File: src/rtl/posit_defines.sv
// Shared posit constants and types for the es=0, n=4 quire datapath.
package posit_defines;

  localparam int FRAC_W  = 4;
  localparam int SCALE_W = 3;
  localparam int QUIRE_W = 19;

  typedef enum logic {
    IDLE  = 1'b0,
    GRANT = 1'b1
  } arb_state_t;

endpackage

File: src/rtl/quire_tag_fifo.sv
// Small synchronous FIFO holding requester tags of windows whose eow beat has
// been issued to the quire but whose final result has not yet been returned.
module quire_tag_fifo #(
  parameter int W     = 2,
  parameter int DEPTH = 4
) (
  input  logic         clk,
  input  logic         rst_n,
  input  logic         push,
  input  logic [W-1:0] din,
  input  logic         pop,
  output logic         full,
  output logic         empty,
  output logic [W-1:0] head
);

  localparam int AW = $clog2(DEPTH);

  logic [W-1:0] mem [DEPTH];
  logic [AW:0]  wr_ptr_reg;
  logic [AW:0]  rd_ptr_reg;
  logic         do_push;
  logic         do_pop;

  assign empty   = (wr_ptr_reg == rd_ptr_reg);
  assign full    = (wr_ptr_reg[AW-1:0] == rd_ptr_reg[AW-1:0]) &&
                   (wr_ptr_reg[AW] != rd_ptr_reg[AW]);
  assign head    = mem[rd_ptr_reg[AW-1:0]];
  // A push into a full FIFO is fine when the head leaves in the same cycle.
  assign do_push = push & (~full | pop);
  assign do_pop  = pop & ~empty;

  // Tag storage; contents need no reset because the pointers gate visibility.
  always_ff @(posedge clk) begin
    if (do_push) mem[wr_ptr_reg[AW-1:0]] <= din;
  end

  // Read/write pointers with a wrap bit to tell full from empty.
  always_ff @(posedge clk or negedge rst_n) begin
    if (!rst_n) begin
      wr_ptr_reg <= '0;
      rd_ptr_reg <= '0;
    end else begin
      if (do_push) wr_ptr_reg <= wr_ptr_reg + 1'b1;
      if (do_pop)  rd_ptr_reg <= rd_ptr_reg + 1'b1;
    end
  end

endmodule

File: src/rtl/quire_window_arbiter.sv
// Round-robin arbiter sharing one quire between several requester streams.
// Whole windows (sow..eow) are granted; only final results are returned,
// tagged with the index of the requester that owned the window.
module quire_window_arbiter
  import posit_defines::*;
#(
  parameter int NB_REQ    = 4,
  parameter int FRAC_W    = posit_defines::FRAC_W,
  parameter int SCALE_W   = posit_defines::SCALE_W,
  parameter int QUIRE_W   = posit_defines::QUIRE_W,
  parameter int TAG_DEPTH = 4,
  localparam int TAG_W    = $clog2(NB_REQ)
) (
  input  logic                        clk,
  input  logic                        rst_n,
  input  logic [NB_REQ-1:0]           req_rts_i,
  output logic [NB_REQ-1:0]           req_rtr_o,
  input  logic [NB_REQ-1:0]           req_sow_i,
  input  logic [NB_REQ-1:0]           req_eow_i,
  input  logic [NB_REQ*FRAC_W-1:0]    req_fraction_i,
  input  logic [NB_REQ*SCALE_W-1:0]   req_scale_i,
  input  logic [NB_REQ-1:0]           req_sign_i,
  input  logic [NB_REQ-1:0]           req_zero_i,
  input  logic [NB_REQ-1:0]           req_NaR_i,
  output logic                        q_rts_o,
  input  logic                        q_rtr_i,
  output logic                        q_sow_o,
  output logic                        q_eow_o,
  output logic                        q_sign_o,
  output logic                        q_zero_o,
  output logic                        q_NaR_o,
  output logic [FRAC_W-1:0]           q_fraction_o,
  output logic [SCALE_W-1:0]          q_scale_o,
  input  logic                        res_rts_i,
  output logic                        res_rtr_o,
  input  logic                        res_eow_i,
  input  logic [QUIRE_W-1:0]          res_data_i,
  input  logic                        res_NaR_i,
  output logic                        out_rts_o,
  input  logic                        out_rtr_i,
  output logic [QUIRE_W-1:0]          out_data_o,
  output logic                        out_NaR_o,
  output logic [TAG_W-1:0]            out_tag_o,
  output logic                        drop_o
);

  arb_state_t       state_reg, state_next;
  logic [TAG_W-1:0] gnt_reg, gnt_next;
  logic [TAG_W-1:0] rr_ptr_reg, rr_ptr_next;
  logic [TAG_W:0]   pick;
  logic             push;
  logic             pop;
  logic             fifo_full;
  logic             fifo_empty;
  logic             eow_block;

  logic [FRAC_W-1:0]  frac_arr  [NB_REQ];
  logic [SCALE_W-1:0] scale_arr [NB_REQ];

  // Unpack the per-requester vector fields so the grant mux is a plain index.
  for (genvar gi = 0; gi < NB_REQ; gi++) begin : g_unpack
    assign frac_arr[gi]  = req_fraction_i[gi*FRAC_W +: FRAC_W];
    assign scale_arr[gi] = req_scale_i[gi*SCALE_W +: SCALE_W];
  end

  // First set bit of cand searching upward from ptr+1 (wrapping); MSB = found.
  function automatic logic [TAG_W:0] rr_pick(input logic [NB_REQ-1:0] cand,
                                             input logic [TAG_W-1:0]  ptr);
    logic             found;
    logic [TAG_W-1:0] idx;
    int               k;
    found = 1'b0;
    idx   = '0;
    for (int i = 1; i <= NB_REQ; i++) begin
      k = (int'(ptr) + i) % NB_REQ;
      if (!found && cand[k]) begin
        found = 1'b1;
        idx   = TAG_W'(k);
      end
    end
    return {found, idx};
  endfunction

  assign pick = rr_pick(req_rts_i & req_sow_i, rr_ptr_reg);

  // Beat fields always follow the granted requester; q_rts_o qualifies them.
  assign q_sow_o      = req_sow_i[gnt_reg];
  assign q_eow_o      = req_eow_i[gnt_reg];
  assign q_sign_o     = req_sign_i[gnt_reg];
  assign q_zero_o     = req_zero_i[gnt_reg];
  assign q_NaR_o      = req_NaR_i[gnt_reg];
  assign q_fraction_o = frac_arr[gnt_reg];
  assign q_scale_o    = scale_arr[gnt_reg];

  // Arbiter state, current grant and round-robin pointer.
  always_ff @(posedge clk or negedge rst_n) begin
    if (!rst_n) begin
      state_reg  <= IDLE;
      gnt_reg    <= '0;
      rr_ptr_reg <= TAG_W'(NB_REQ - 1);
    end else begin
      state_reg  <= state_next;
      gnt_reg    <= gnt_next;
      rr_ptr_reg <= rr_ptr_next;
    end
  end

  // Window grant / forwarding decisions and requester handshakes.
  always_comb begin
    state_next  = state_reg;
    gnt_next    = gnt_reg;
    rr_ptr_next = rr_ptr_reg;
    req_rtr_o   = '0;
    q_rts_o     = 1'b0;
    drop_o      = 1'b0;
    push        = 1'b0;
    eow_block   = 1'b0;
    case (state_reg)
      IDLE: begin
        // Beats that do not open a window cannot belong to anything: flush them.
        req_rtr_o = req_rts_i & ~req_sow_i;
        drop_o    = |(req_rts_i & ~req_sow_i);
        if (!fifo_full && pick[TAG_W]) begin
          gnt_next   = pick[TAG_W-1:0];
          state_next = GRANT;
        end
      end
      GRANT: begin
        // Hold the closing beat back if there is no slot to remember its owner.
        eow_block          = req_eow_i[gnt_reg] & fifo_full;
        q_rts_o            = req_rts_i[gnt_reg] & ~eow_block;
        req_rtr_o[gnt_reg] = q_rtr_i & ~eow_block;
        if (q_rts_o && q_rtr_i && req_eow_i[gnt_reg]) begin
          push        = 1'b1;
          rr_ptr_next = gnt_reg;
          state_next  = IDLE;
        end
      end
      default: state_next = IDLE;
    endcase
  end

  // Result side: intermediate results are swallowed, finals are tagged.
  assign res_rtr_o  = res_rts_i & (~res_eow_i | out_rtr_i);
  assign out_rts_o  = res_rts_i & res_eow_i;
  assign out_data_o = res_data_i;
  assign out_NaR_o  = res_NaR_i;
  assign pop        = out_rts_o & out_rtr_i;

  quire_tag_fifo #(
    .W     (TAG_W),
    .DEPTH (TAG_DEPTH)
  ) u_tag_fifo (
    .clk   (clk),
    .rst_n (rst_n),
    .push  (push),
    .din   (gnt_reg),
    .pop   (pop),
    .full  (fifo_full),
    .empty (fifo_empty),
    .head  (out_tag_o)
  );

  // A final result with no outstanding tag means the quire produced a window
  // that was never issued.
  a_no_orphan_result : assert property (@(posedge clk) disable iff (!rst_n)
                                        !(out_rts_o && fifo_empty));

endmodule

File: config.mk
export PLATFORM = sky130hd
export DESIGN_NAME = quire_window_arbiter
export DESIGN_NICKNAME = d
export VERILOG_FILES = /design/src/rtl/posit_defines.sv /design/src/rtl/quire_tag_fifo.sv /design/src/rtl/quire_window_arbiter.sv
export SDC_FILE = /design/constraint.sdc
export NUM_CORES = 1
export LEC_CHECK = 0
export CAP_MARGIN = 20
export CORE_MARGIN = 2
export CORE_UTILIZATION = 37
export DETAILED_ROUTE_END_ITERATION = 10
export PLACE_DENSITY = 0.85
export SETUP_SLACK_MARGIN = 0.3
export SLEW_MARGIN = 20
export SYNTH_ARGS = -nofsm -noshare
export SYNTH_HDL_FRONTEND = slang
export SYNTH_SLANG_ARGS = --single-unit
File: constraint.sdc
create_clock -name clk -period 3.2 [get_ports clk]
set_input_delay 0.32 -clock clk [delete_from_list [all_inputs] [get_ports clk]]
set_output_delay 0.32 -clock clk [all_outputs]
set_load 0.1 [all_outputs]
Word-level counts from Yosys, hierarchy flattened
Memories as Yosys holds them, arrays and structs flattened.
Cells that the tools add are included.
Widths: inputs -> output; s select.
{"block": "word_totals", "reg_bits": 11, "ram_bits": 8, "inputBits": 78, "out_inout_bits": 42, "elab_cells": 115, "mem_count": 1}
{"name": "u_tag_fifo.mem", "words": 4, "word_bits": 2, "rd": 1, "rd_ports_with_merged_regs": 0, "wr": 1, "line": "quire_tag_fifo.sv:19", "rtl": "logic [W-1:0] mem [DEPTH];"}
{"block": "classes", "add_sub_neg": 6, "order_cmp": 7, "eq_ne": 3, "muxes": 50, "bitwise": 24, "reduce_logical": 19}
{"cell": "$mux 1", "count": 27}
{"cell": "$bmux 1 s2", "count": 10}
{"cell": "$lt 3x4->1 const B", "count": 4}
{"cell": "$and 4x4->4", "count": 3}
{"cell": "$and 1x1->1", "count": 8}
{"cell": "$bmux 4 s2", "count": 1}
{"cell": "$logic_and 1x1->1", "count": 8}
{"cell": "$mux 2", "count": 4}
{"cell": "$mux 4", "count": 2}
{"cell": "$pmux 4 s2", "count": 1}
{"cell": "$reduce_or 2->1", "count": 4}
{"cell": "$add 3x1->3 const B", "count": 2}
{"cell": "$bmux 3 s2", "count": 1}
{"cell": "$mux 3", "count": 2}
{"cell": "$not 1->1", "count": 5}
{"cell": "$add 2x1->2 const B", "count": 2}
{"cell": "$add 2x2->2 const B", "count": 2}
{"cell": "$and 1x1->1 const A", "count": 4}
{"cell": "$logic_not 1->1", "count": 4}
{"cell": "$not 4->4", "count": 1}
{"cell": "$reduce_and 2->1", "count": 2}
{"cell": "$reduce_or 4->1", "count": 1}
{"cell": "$eq 3x3->1", "count": 1}
{"cell": "$ge 3x3->1 const B", "count": 1}
{"cell": "other kinds (8)", "count": 9}

Logic depth before layout (Yosys ltp)
{"block": "depth", "ltp_word": 19, "depth_mapped": 6}

Hierarchy
From an unflattened synthesis, not the netlist that was laid out.
{"block": "unflattened", "hier_cells": 139, "area_unflattened_um2": 1687.9}
{"module": "quire_window_arbiter", "n_inst": 1, "cells_each": 94, "area_per_inst_um2": 952.2, "seq_area_each_um2": 127.6}
{"module": "quire_tag_fifo", "n_inst": 1, "cells_each": 45, "area_per_inst_um2": 735.7, "seq_area_each_um2": 390.4}

Worst setup path before layout
No wires, ideal clock.
{"block": "synth_path", "path_type": "reg2out", "from": "register gnt_reg[0]", "to": "output req_rtr_o[0]", "t_arrival_ns": 4.226, "t_required_ns": 2.880, "setup_slack_ns": -1.346, "stages_incl_launch_ff": 6, "cell_sequence": "dfrtp_1 > buf_6 > mux4_1 > nand4_1 > nand3_1 > o32ai_1"}
{"block": "synth_between", "elab_chain_cells": 7, "word_cells_on_any_way": 12}
{"element": "start, declared", "line": "quire_window_arbiter.sv:48", "rtl": "logic [TAG_W-1:0] gnt_reg, gnt_next;"}
{"element": "start signal, assigned", "line": "quire_window_arbiter.sv:103", "rtl": "gnt_reg <= gnt_next;"}
{"element": "$bmux 1 s2"}
{"element": "$mux 1"}
{"element": "via q_eow_o", "line": "quire_window_arbiter.sv:28", "rtl": "output logic q_eow_o,"}
{"element": "$and 1x1->1", "line": "quire_window_arbiter.sv:130", "rtl": "eow_block = req_eow_i[gnt_reg] & fifo_full;"}
{"element": "$not 1->1", "line": "quire_window_arbiter.sv:132", "rtl": "req_rtr_o[gnt_reg] = q_rtr_i & ~eow_block;"}
{"element": "$and 1x1->1", "line": "quire_window_arbiter.sv:132"}
{"element": "$and 4x4->4 (no line)"}
{"element": "$pmux 4 s2", "line": "quire_window_arbiter.sv:118", "rtl": "case (state_reg)"}
{"element": "end, declared", "line": "quire_window_arbiter.sv:17", "rtl": "output logic [NB_REQ-1:0] req_rtr_o,"}
The timed path passes the listed nets, and every way through them passes these cells. The select of a mux whose other input is x is not followed.

Final worst setup path
{"block": "layout_path", "from": "register gnt_reg[0]", "to": "output req_rtr_o[3]"}
{"block": "layout_between", "elab_chain_cells": 7, "word_cells_on_any_way": 12}
{"element": "parallel branches: the longest is 5 deep, another holds $lt 2x3->1"}
{"element": "$and 4x4->4 (no line) *"}
{"element": "$pmux 4 s2 *", "line": "quire_window_arbiter.sv:118"}
Mark *: on every way between the ends. The select of a mux whose other input is x is not followed.

==> flow_summary.ini <==
[synth]
synthFlopType = dfrtp_1
yosys_warnings = 0
synth_sequential_area_ratio = 0.331
avgSynthCellArea_sq_um = 12.2
syn_area_sq_mm = 0.00157
synth_edf_count = 8
syn_inst = 128
yosys.area.top_type_share = 0.153
synth.distinct_cells = 37
synthesis.nets = 211
synthTopCellsByArea = edfxtp_1 15%, dfrtp_1 14%, mux4_2 13%
yosys.area.top_type = edfxtp_1
postSynth.asyncResetShare = 0.579
synth-seq-cells = 19

[critical_path]
crit_fanout = 9
crit_top_cell = nand4_1
path_delay_family = multiplexers
critical_path_class = register to primary output
cp.required_ns = 2.88
endpoint_kind = primary output
cp_slowest_stage_delay_ns = 0.60
worstPathArrival_ns = 2.33
slowest_stage = mux4_2
worstPathCellList = mux4_2 > nand4_1 > nand4_1 > o22ai_4 > buf_12
cp-start-kind = register
cp_num_buf_inv = 1

[cells_and_area]
syn_to_final_growth_pct = 51.1
fin_cells = 237
n_fill_cell = 327
antenna_cells = 0
layout.nets = 271
regArea_sq_um = 518
multi_input_area_sq_um = 903
largest_reg_flops = 8
utilization = 0.587
layout_common_cells = 57 x clkdlybuf4s50_1, 19 x buf_4, 10 x mux4_2
drive_above_1_share = 0.257
layout_commonest_cell = clkdlybuf4s50_1

[placed_design]
port-buffer-count = 79
place_inst = 233
pre_cts_ws_ns = 0.745
dp_hpwl_um = 3450
place_congestion = 0.760

[clock_network]
path_clk_slew_ns = 0.06
cts_tree = built
cts_setup_buffers = 0
cts.sinks = 19
hold_buffers = 0
htree_levels = 1
ctsResizeCount = 0
root_buffer = clkbuf_8
clock_path_buffers = 2
clock_latency_ns = 0.25
cts_made_buffers = 3

[global_routing]
grt_usage = 0.176
grt_pass1_wl_um = 6760
grt_max_degree = 14
antenna_found_initial = 0
grt_overflow_total = 0
grt_pass1_vias = 1381

[sta]
skew_ns = 0.00101
grt_setup_unrepaired = false
finalSetupViolCount = 0
hold_viol = 0
worst_slack_ns = 0.550
final.period_utilization = 0.828
fin_setup_tns_ns = 0
period_minus_slack_ns = 2.65
fmaxAchievable_mhz = 377
maxSlewViolCount = 0
slew_headroom = 0.612
tightest_slew_ns = 0.582

[floorplanning]
placement_rows = 23
dieArea_sq_mm = 0.00477
die-width_um = 69.0
core_sq_mm = 0.00403
ios = 120
initial_utilization = 0.389
dieHeight_um = 69.0

[power_and_ir_drop]
power_leakage_nw = 0.929
vdd_drop_max_mv = 0.468
p_total_mw = 2.61
pwr_density_cell_mw_per_mm2 = 1100

[worst_hold_path]
min_path_type = primary input to async pin

[route]
drt_iter0_drc = 64
wl_per_cell_um = 17.3
drc = 0
firstDrtPassIters = 4
ant_nets = 0
vias_per_cell = 5.44
routed_wl_um = 4100
num_vias = 1290

[status]
outcome = finished clean

[run]
cap_violations = 0
worst paths after layout:
path	start	to	slack (ns)	cells past startpoint
worst max-delay path	gnt_reg[0]$_DFFE_PN0P_	req_rtr_o[3]	0.55	5
worst min-delay path	rst_n	u_tag_fifo.wr_ptr_reg[2]$_DFFE_PN0P_	0.40	1
worst max register to register	gnt_reg[0]$_DFFE_PN0P_	u_tag_fifo.mem[1][1]$_DFFE_PP_	1.07	4
worst min register to register	rr_ptr_reg[0]$_DFFE_PN1P_	rr_ptr_reg[0]$_DFFE_PN1P_	0.52	2
max in group asynchronous	rst_n	rr_ptr_reg[1]$_DFFE_PN1P_	2.45	1
min in group clk	rr_ptr_reg[0]$_DFFE_PN1P_	rr_ptr_reg[0]$_DFFE_PN1P_	0.52	2
cell families after synthesis:
kind of cell | count (synthesis) | synth area share
buffers and inverters | 32 | 0.134
and+or+nand+nor | 27 | 0.0959
muxes | 21 | 0.277
DFF | 19 | 0.331
AOI/OAI and AO/OA | 16 | 0.0775
xor gates and xnor gates | 8 | 0.0448
adders and majority gates | 5 | 0.0400
synth_stat cells (all sizes together), types with 3 or more instances:
master	n
nand2	5
mux2	4
nand3	5
edfxtp	8
ha	5
and3	3
clkbuf	4
inv	6
buf	22
mux4	15
dfrtp	9
and2	4
nand2b	4
xnor2	5
xor2	3
layout make-up:
type / instances / share of cell area
tap: 50 / 0.0265
sequential: 19 / 0.219
inverter: 6 / 0.00952
multi-input combinational: 77 / 0.382
clock buffer: 4 / 0.0190
timing repair buffer: 81 / 0.344
routing by layer:
layer / wire [um] / global-route usage
met2: 2130 / 0.312
met5: 0 / 0
met3: 310 / 0.0614
met4: 72 / 0.0479
met1: 1590 / 0.201
stage by stage:
step | area (sq um) | hold slack, ns
2_1_floorplan | 1630 | 0.0244
3_3_place_gp | 2320 | 0.507
3_5_place_dp | 2320 | 0.508
4_1_cts | 2360 | 0.423
5_1_grt | 2360 | 0.434
6_report | 2360 | 0.396
report_power, final:
part	total, mW	internal [mW]	switching (mW)	leakage (nW)
Sequential	0.498	0.357	0.141	0.198
Combinational	1.95	0.641	1.31	0.708
Clock	0.161	0.0884	0.0726	0.0228
worst reg2reg max path: cells and delay by family, from the launching register on:
kind,cells,cell delay [ns]
DFF,1,0.56
muxes,1,0.57
and+or+nand+nor,3,0.76
No activity file was read; power rests on OpenSTA's default activity.
